**src/rtl/pipeline_hazard_ctrl_pkg.sv**
```systemverilog
// pipeline_hazard_ctrl_pkg
//   Shared definitions for the IF/ID hazard controller:
//   - default register-index width (REG_ADDR_WIDTH macro, 5 unless predefined)
//   - RV32 opcode constants used by the operand-usage decode
//   - controller state encoding (RUN=0, FLUSH=1, IMEM_WAIT=2)
//   - helpers telling whether an opcode reads rs1 / rs2
`ifndef REG_ADDR_WIDTH
`define REG_ADDR_WIDTH 5
`endif

package pipeline_hazard_ctrl_pkg;

  localparam logic [6:0] OP_LUI   = 7'b0110111;
  localparam logic [6:0] OP_AUIPC = 7'b0010111;
  localparam logic [6:0] OP_JAL   = 7'b1101111;
  localparam logic [6:0] OP_R     = 7'b0110011;
  localparam logic [6:0] OP_S     = 7'b0100011;
  localparam logic [6:0] OP_B     = 7'b1100011;

  typedef enum logic [1:0] {
    ST_RUN       = 2'd0,
    ST_FLUSH     = 2'd1,
    ST_IMEM_WAIT = 2'd2
  } hz_state_e;

  // Everything except U-type and JAL reads rs1.
  function automatic logic uses_rs1(input logic [6:0] opcode);
    return !((opcode == OP_LUI) || (opcode == OP_AUIPC) || (opcode == OP_JAL));
  endfunction

  // Only R-type, stores and branches read rs2.
  function automatic logic uses_rs2(input logic [6:0] opcode);
    return (opcode == OP_R) || (opcode == OP_S) || (opcode == OP_B);
  endfunction

endpackage

```
**src/rtl/hazard_load_use_det.sv**
```systemverilog
// hazard_load_use_det
//   Combinational load-use detector: flags when the load in EX writes a
//   register the instruction in ID actually reads.
// Ports:
//   opcode    in  7   opcode of the instruction in ID
//   rs1, rs2  in  RA  source register fields of the instruction in ID
//   mem_read  in  1   instruction in EX is a load
//   rd        in  RA  destination of the instruction in EX
//   load_use  out 1   ID must stall one cycle
module hazard_load_use_det
  import pipeline_hazard_ctrl_pkg::*;
#(
  parameter int unsigned REG_ADDR_WIDTH = `REG_ADDR_WIDTH
) (
  input  logic [6:0]                opcode,
  input  logic [REG_ADDR_WIDTH-1:0] rs1,
  input  logic [REG_ADDR_WIDTH-1:0] rs2,
  input  logic                      mem_read,
  input  logic [REG_ADDR_WIDTH-1:0] rd,
  output logic                      load_use
);

  logic use_rs1;
  logic use_rs2;

  assign use_rs1 = uses_rs1(opcode);
  assign use_rs2 = uses_rs2(opcode);

  // x0 is never a real dependency.
  assign load_use = mem_read && (rd != '0) &&
                    ((use_rs1 && (rd == rs1)) || (use_rs2 && (rd == rs2)));

endmodule

```
**src/rtl/pipeline_hazard_ctrl.sv**
```systemverilog
// pipeline_hazard_ctrl
//   Sequences the PC and IF/ID register from load-use hazards, EX-stage
//   redirects and instruction-memory wait states.
//   Per-cycle priority: reset > EX_redirect > !imem_ready > load_use > normal.
//   FLUSH holds IF_flush for FLUSH_CYCLES cycles (redirect cycle included);
//   IMEM_WAIT counts consecutive not-ready cycles and raises a sticky
//   imem_err at IMEM_TIMEOUT.
// Optional feature: define HAZARD_PERF_CNT_EN to get stall/flush cycle
//   counters; otherwise both perf ports read 0 and no counter flops exist.
// Ports:
//   clk, reset                       clock, synchronous active-high reset
//   IF_ID_inst_opcode/rs1/rs2        fields of the instruction in ID
//   ID_EX_mem_read, ID_EX_rd         load flag and rd of the instruction in EX
//   EX_redirect                      taken branch/jump resolved in EX
//   imem_ready                       fetch data valid this cycle
//   pc_write, IF_ID_write            PC and IF/ID enables
//   IF_flush, ID_EX_bubble           IF/ID NOP load, ID/EX control squash
//   imem_err                         sticky fetch-timeout flag (registered)
//   perf_stall_cnt, perf_flush_cnt   32-bit cycle counters
module pipeline_hazard_ctrl
  import pipeline_hazard_ctrl_pkg::*;
#(
  parameter int unsigned REG_ADDR_WIDTH = `REG_ADDR_WIDTH,
  parameter int unsigned FLUSH_CYCLES   = 1,
  parameter int unsigned IMEM_TIMEOUT   = 255
) (
  input  logic                      clk,
  input  logic                      reset,
  input  logic [6:0]                IF_ID_inst_opcode,
  input  logic [REG_ADDR_WIDTH-1:0] IF_ID_rs1,
  input  logic [REG_ADDR_WIDTH-1:0] IF_ID_rs2,
  input  logic                      ID_EX_mem_read,
  input  logic [REG_ADDR_WIDTH-1:0] ID_EX_rd,
  input  logic                      EX_redirect,
  input  logic                      imem_ready,
  output logic                      pc_write,
  output logic                      IF_ID_write,
  output logic                      IF_flush,
  output logic                      ID_EX_bubble,
  output logic                      imem_err,
  output logic [31:0]               perf_stall_cnt,
  output logic [31:0]               perf_flush_cnt
);

  localparam logic [3:0]  FLUSH_LOAD = 4'(FLUSH_CYCLES - 1);
  localparam logic [15:0] TIMEOUT    = 16'(IMEM_TIMEOUT);

  hz_state_e   state;
  logic [3:0]  flush_cnt;
  logic [15:0] wait_cnt;
  logic [15:0] wait_inc;
  logic        load_use;

  hazard_load_use_det #(
    .REG_ADDR_WIDTH(REG_ADDR_WIDTH)
  ) u_load_use_det (
    .opcode  (IF_ID_inst_opcode),
    .rs1     (IF_ID_rs1),
    .rs2     (IF_ID_rs2),
    .mem_read(ID_EX_mem_read),
    .rd      (ID_EX_rd),
    .load_use(load_use)
  );

  assign wait_inc = (wait_cnt == 16'hFFFF) ? wait_cnt : wait_cnt + 16'd1;

  always_comb begin
    pc_write     = 1'b1;
    IF_ID_write  = 1'b1;
    IF_flush     = 1'b0;
    ID_EX_bubble = 1'b0;
    if (reset) begin
      pc_write     = 1'b0;
      IF_ID_write  = 1'b0;
      IF_flush     = 1'b1;
      ID_EX_bubble = 1'b1;
    end else if (EX_redirect) begin
      IF_ID_write  = 1'b0;
      IF_flush     = 1'b1;
      ID_EX_bubble = 1'b1;
    end else if (state == ST_FLUSH) begin
      // PC only advances past the redirect target when the fetch lands.
      pc_write     = imem_ready;
      IF_ID_write  = 1'b0;
      IF_flush     = 1'b1;
      ID_EX_bubble = 1'b1;
    end else if (!imem_ready || load_use) begin
      pc_write     = 1'b0;
      IF_ID_write  = 1'b0;
      ID_EX_bubble = 1'b1;
    end
  end

  always_ff @(posedge clk) begin
    if (reset) begin
      state     <= ST_RUN;
      flush_cnt <= '0;
      wait_cnt  <= '0;
      imem_err  <= 1'b0;
    end else if (EX_redirect) begin
      flush_cnt <= FLUSH_LOAD;
      wait_cnt  <= '0;
      state     <= (FLUSH_CYCLES > 1) ? ST_FLUSH : ST_RUN;
    end else begin
      case (state)
        ST_FLUSH: begin
          flush_cnt <= flush_cnt - 4'd1;
          if (flush_cnt == 4'd1) state <= ST_RUN;
        end
        default: begin
          if (!imem_ready) begin
            state    <= ST_IMEM_WAIT;
            wait_cnt <= wait_inc;
            // Flag on the edge the count reaches the limit; sticky until reset.
            if (wait_inc >= TIMEOUT) imem_err <= 1'b1;
          end else begin
            state    <= ST_RUN;
            wait_cnt <= '0;
          end
        end
      endcase
    end
  end

`ifdef HAZARD_PERF_CNT_EN
  logic [31:0] stall_q;
  logic [31:0] flush_q;

  // The reset branch wins, so the forced IF_flush during reset is not counted.
  always_ff @(posedge clk) begin
    if (reset) begin
      stall_q <= '0;
      flush_q <= '0;
    end else begin
      if (!IF_ID_write && !IF_flush) stall_q <= stall_q + 32'd1;
      if (IF_flush) flush_q <= flush_q + 32'd1;
    end
  end

  assign perf_stall_cnt = stall_q;
  assign perf_flush_cnt = flush_q;
`else
  assign perf_stall_cnt = 32'd0;
  assign perf_flush_cnt = 32'd0;
`endif

endmodule
```
**config.mk**
```make
export PLATFORM = sky130hd
export DESIGN_NAME = pipeline_hazard_ctrl
export DESIGN_NICKNAME = d
export VERILOG_FILES = /design/src/rtl/pipeline_hazard_ctrl_pkg.sv /design/src/rtl/hazard_load_use_det.sv /design/src/rtl/pipeline_hazard_ctrl.sv
export SDC_FILE = /design/constraint.sdc
export NUM_CORES = 1
export LEC_CHECK = 0
export BUFFER_PORTS_ARGS = -buffer_cell sky130_fd_sc_hd__buf_4
export CAP_MARGIN = 20
export CORE_MARGIN = 1
export CORE_UTILIZATION = 47
export DETAILED_ROUTE_END_ITERATION = 8
export MAX_ROUTING_LAYER = met4
export PLACE_DENSITY = 0.87
export SYNTH_ARGS = -nofsm -noshare
export SYNTH_HDL_FRONTEND = slang
export SYNTH_SLANG_ARGS = --single-unit
```
**constraint.sdc**
```tcl
create_clock -name clk -period 3.5 [get_ports clk]
set_clock_uncertainty 0.2 [all_clocks]
set_input_delay 0.875 -clock clk [delete_from_list [all_inputs] [get_ports clk]]
set_output_delay 0.875 -clock clk [all_outputs]
set_load 0.05 [all_outputs]
```
==> qor.csv <==
stage,metric,value,unit
status,outcome,"complete, no violations",
yosys,Synth Area in Adders,0.773,%
sta,worst hold margin,0.334,ns
yosys,Unique masters post-synth,41,
detailed_routing,DRT iter0 DRCs,20,
setup_path,Setup crit end kind,primary output,
sta,unrepaired setup endpoints after global routing,false,
clock_tree,"Setup Fix Bufs, Post-CTS",0,
global_routing,global-route wire length before repair,4850,um
pwr,Pwr Density,302,nW/um^2
sta,Final Slew Violations,0,
sta,final setup vio count,0,
clock_tree,CTS tree,done,
detailed_routing,Residual DRC,0,
die,I/O pin total,96,
pwr,Max VDD drop,0.287,mV
global_routing,Total Routing Usage GR,17.9,%
finish,multi-input gate area in the final layout,1060,um^2
pwr,sequential share of power,37.1,%
sta,Final Hold Vio Count,0,
place,Port Buffers,31,
clock_tree,clk_lat worst skew,0.30,ns
clock_tree,Max clock buf depth,2,
pwr,logic gate share of total power,41.8,%
yosys,"Cell Area, Synth",1620,um^2
setup_path,crit start category,primary input,
die,Die Y,60.7,um
finish,n_diodes,0,
clock_tree,clk root buf,clkbuf_4,
global_routing,grt total ovfl,0,
yosys,Synth Instances,202,
run,Maximum Capacitance Violations,0,
die,Initial Utilization,51.3,%
hold_path,hold crit path type,flop to flop,
sta,Fmax achieved,0.290,GHz
place,post-DP HPWL,2450,um
finish,Fill cells,324,
finish,utilization after layout,55.2,%
clock_tree,CTS Buf Count,3,
detailed_routing,Final ANT Viol Nets,0,
yosys,Synth top area share,29.7,%
die,FP Rows,20,
place,routability congestion estimate,0.868,
detailed_routing,average wire per cell in the routed design,11.0,um
yosys,compound-gate portion of the synthesized area,11.4,%
yosys,"EDFF count, synth",0,
clock_tree,H-tree depth,1,
detailed_routing,DR pass1 iterations,4,
yosys,prevailing post-synth register cell,dfxtp_1,
sta,Tcrit/Tclk final,98.6,%
finish,Storage cell area,340,um^2
clock_tree,CTS sink cnt,17,
pwr,Switching Power,252,uW
setup_path,CP required,2.42,ns
yosys,post-synthesis sequential area ratio,21.0,%
setup_path,Setup CP Type,primary input to primary output,
setup_path,critical path arrival,2.38,ns
yosys,Synth Warn #,0,
global_routing,pin count of the biggest net entering global routing,15,
setup_path,crit path max fanout,3,
global_routing,vias in the first global route,1152,
finish,share of layout cells above drive strength 1,21.6,%
die,Core ar.,3150,um^2
detailed_routing,Vias,1296,
pwr,sw frac,47.9,%
finish,Nets,265,
yosys,Area contributors post-synth,"buf_4, dfxtp_1, xnor2_1",
finish,Area Overhead vs Synth,7.50,%
pwr,clock power share,21.2,%
sta,final worst path period need,3.45,ns
clock_tree,"Reg clk slew, reported paths",0.11,ns
yosys,Yosys top cell by area,buf_4,
detailed_routing,via density per instance,4.63,
yosys,Syn Area/Cell,8.02,um^2
die,Die Wd,60.7,um
yosys,mux contribution to synthesized area,2.47,%
yosys,share of flip-flops with an asynchronous set or reset,0,%
detailed_routing,final wirelength,3080,um
pwr,Pleak,0.000753,uW
yosys,Post-Synth Simple-Gate Area,24.3,%
yosys,XOR/XNOR Fraction of Synth Area,9.20,%
pwr,Int Power,274,uW
yosys,"FF+latch count, synth",17,
yosys,largest family of logic cells by synthesized area,buffers and inverters,
die,Die Area,3680,um^2
global_routing,antenna violations before repair,0,
==> worst paths after layout <==
kind	endpoint	from	slack, ns	cells past startpoint
worst min-delay path	imem_err$_SDFFE_PP0P_	imem_err$_SDFFE_PP0P_	0.33	2
worst max register to register	imem_err$_SDFFE_PP0P_	wait_cnt[0]$_SDFF_PP0_	1.07	7
worst min register to register	imem_err$_SDFFE_PP0P_	imem_err$_SDFFE_PP0P_	0.33	2
worst max-delay path	ID_EX_bubble	ID_EX_rd[0]	0.05	7
==> final cells by class <==
type / count / share of cell area (%)
Clock inverter: 1 / 0.288
Timing Repair Buffer: 33 / 14.2
Tap cell: 44 / 3.16
Inverter: 2 / 0.431
Clock buffer: 3 / 1.29
Sequential cell: 17 / 19.6
Multi-Input combinational cell: 180 / 61.0
==> per-layer routing <==
layer  up-vias  GRT usage, %  wire length, um
li1        649             -                -
met1       603          21.1             1310
met2        42          31.1             1620
met3         2          4.48              134
met4         0          3.25                8
met5         -             -                0
==> sequential cells by signal, summed over array words and instances, names as in the netlist <==
register  flops
wait_cnt     16
imem_err      1
==> cell usage in the layout, fill, tap and decap left out, drive strengths merged <==
| master | instances |
|---|---|
| a2111oi | 1 |
| a211oi | 3 |
| a21oi | 8 |
| a311oi | 1 |
| a31oi | 2 |
| and2 | 1 |
| and3 | 4 |
| and3b | 1 |
| and4 | 2 |
| and4b | 1 |
| buf | 33 |
| clkbuf | 3 |
| clkinv | 1 |
| conb | 64 |
| dfxtp | 17 |
| ha | 1 |
| inv | 2 |
| mux2i | 4 |
| nand2 | 4 |
| nand2b | 2 |
| nand3 | 16 |
| nand4 | 3 |
| nand4b | 1 |
| nor2 | 18 |
| nor3 | 6 |
| nor4 | 2 |
| o2111ai | 1 |
| o211ai | 3 |
| o21ai | 7 |
| o221ai | 1 |
| o41ai | 1 |
| or2 | 2 |
| or3 | 2 |
| or4 | 1 |
| xnor2 | 10 |
| xor2 | 7 |
==> critical path, stage by stage <==
cell,delay [ns]
buf_4,0.11
or4_1,0.53
o221ai_1,0.16
o21ai_0,0.10
buf_4,0.14
or2_2,0.27
buf_4,0.19
==> cell families after synthesis <==
group / after synthesis
buffers and inverters: 68
adders and majority gates: 1
other: 1
and+or+nand+nor: 66
AOI/OAI and AO/OA: 28
muxes: 4
DFF: 17
xor gates and xnor gates: 17
==> power groups by stage <==
| stage | logic (uW) | clock network, uW | registers (uW) |
|---|---|---|---|
| 6_report | 220 | 111 | 195 |
| 5_1_grt | 230 | 124 | 195 |
| 4_1_cts | 213 | 112 | 195 |
| 3_5_place_dp | 212 | 0 | 199 |
| 3_3_place_gp | 211 | 0 | 199 |
| 2_1_floorplan | 233 | 0 | 199 |
==> through the flow <==
stage | power, uW | area, um^2 | TNS, ns | worst slack [ns] | instances
after CTS | 520 | 1700 | 0 | 0.0172 | 280
after global routing | 549 | 1740 | 0 | 0.00428 | 280
after detailed placement | 412 | 1670 | -0.00197 | -0.00197 | 276
after global placement | 411 | 1670 | 0 | 0.00576 | 276
final | 526 | 1740 | 0 | 0.0486 | 280
after floorplan | 432 | 1860 | 0 | 0.0665 | 265
==> what timing repair did <==
item / in CTS / in global routing
hold buffers: 0 / 0
endpoints found under the setup margin: 1 / 3
pin swaps: 0 / 2
hold endpoints to repair: 0 / 0
gates resized for setup: 1 / 5
==> cell usage after synthesis (all sizes together) (3+ instances only) <==
library cell	n
buf	64
nor2	18
dfxtp	17
nand3	16
xnor2	10
a21oi	8
o21ai	7
xor2	7
nor3	6
and3	4
mux2i	4
nand2	4
a211oi	3
nand4	3
o211ai	3
No activity file was read; power rests on OpenSTA's default activity.
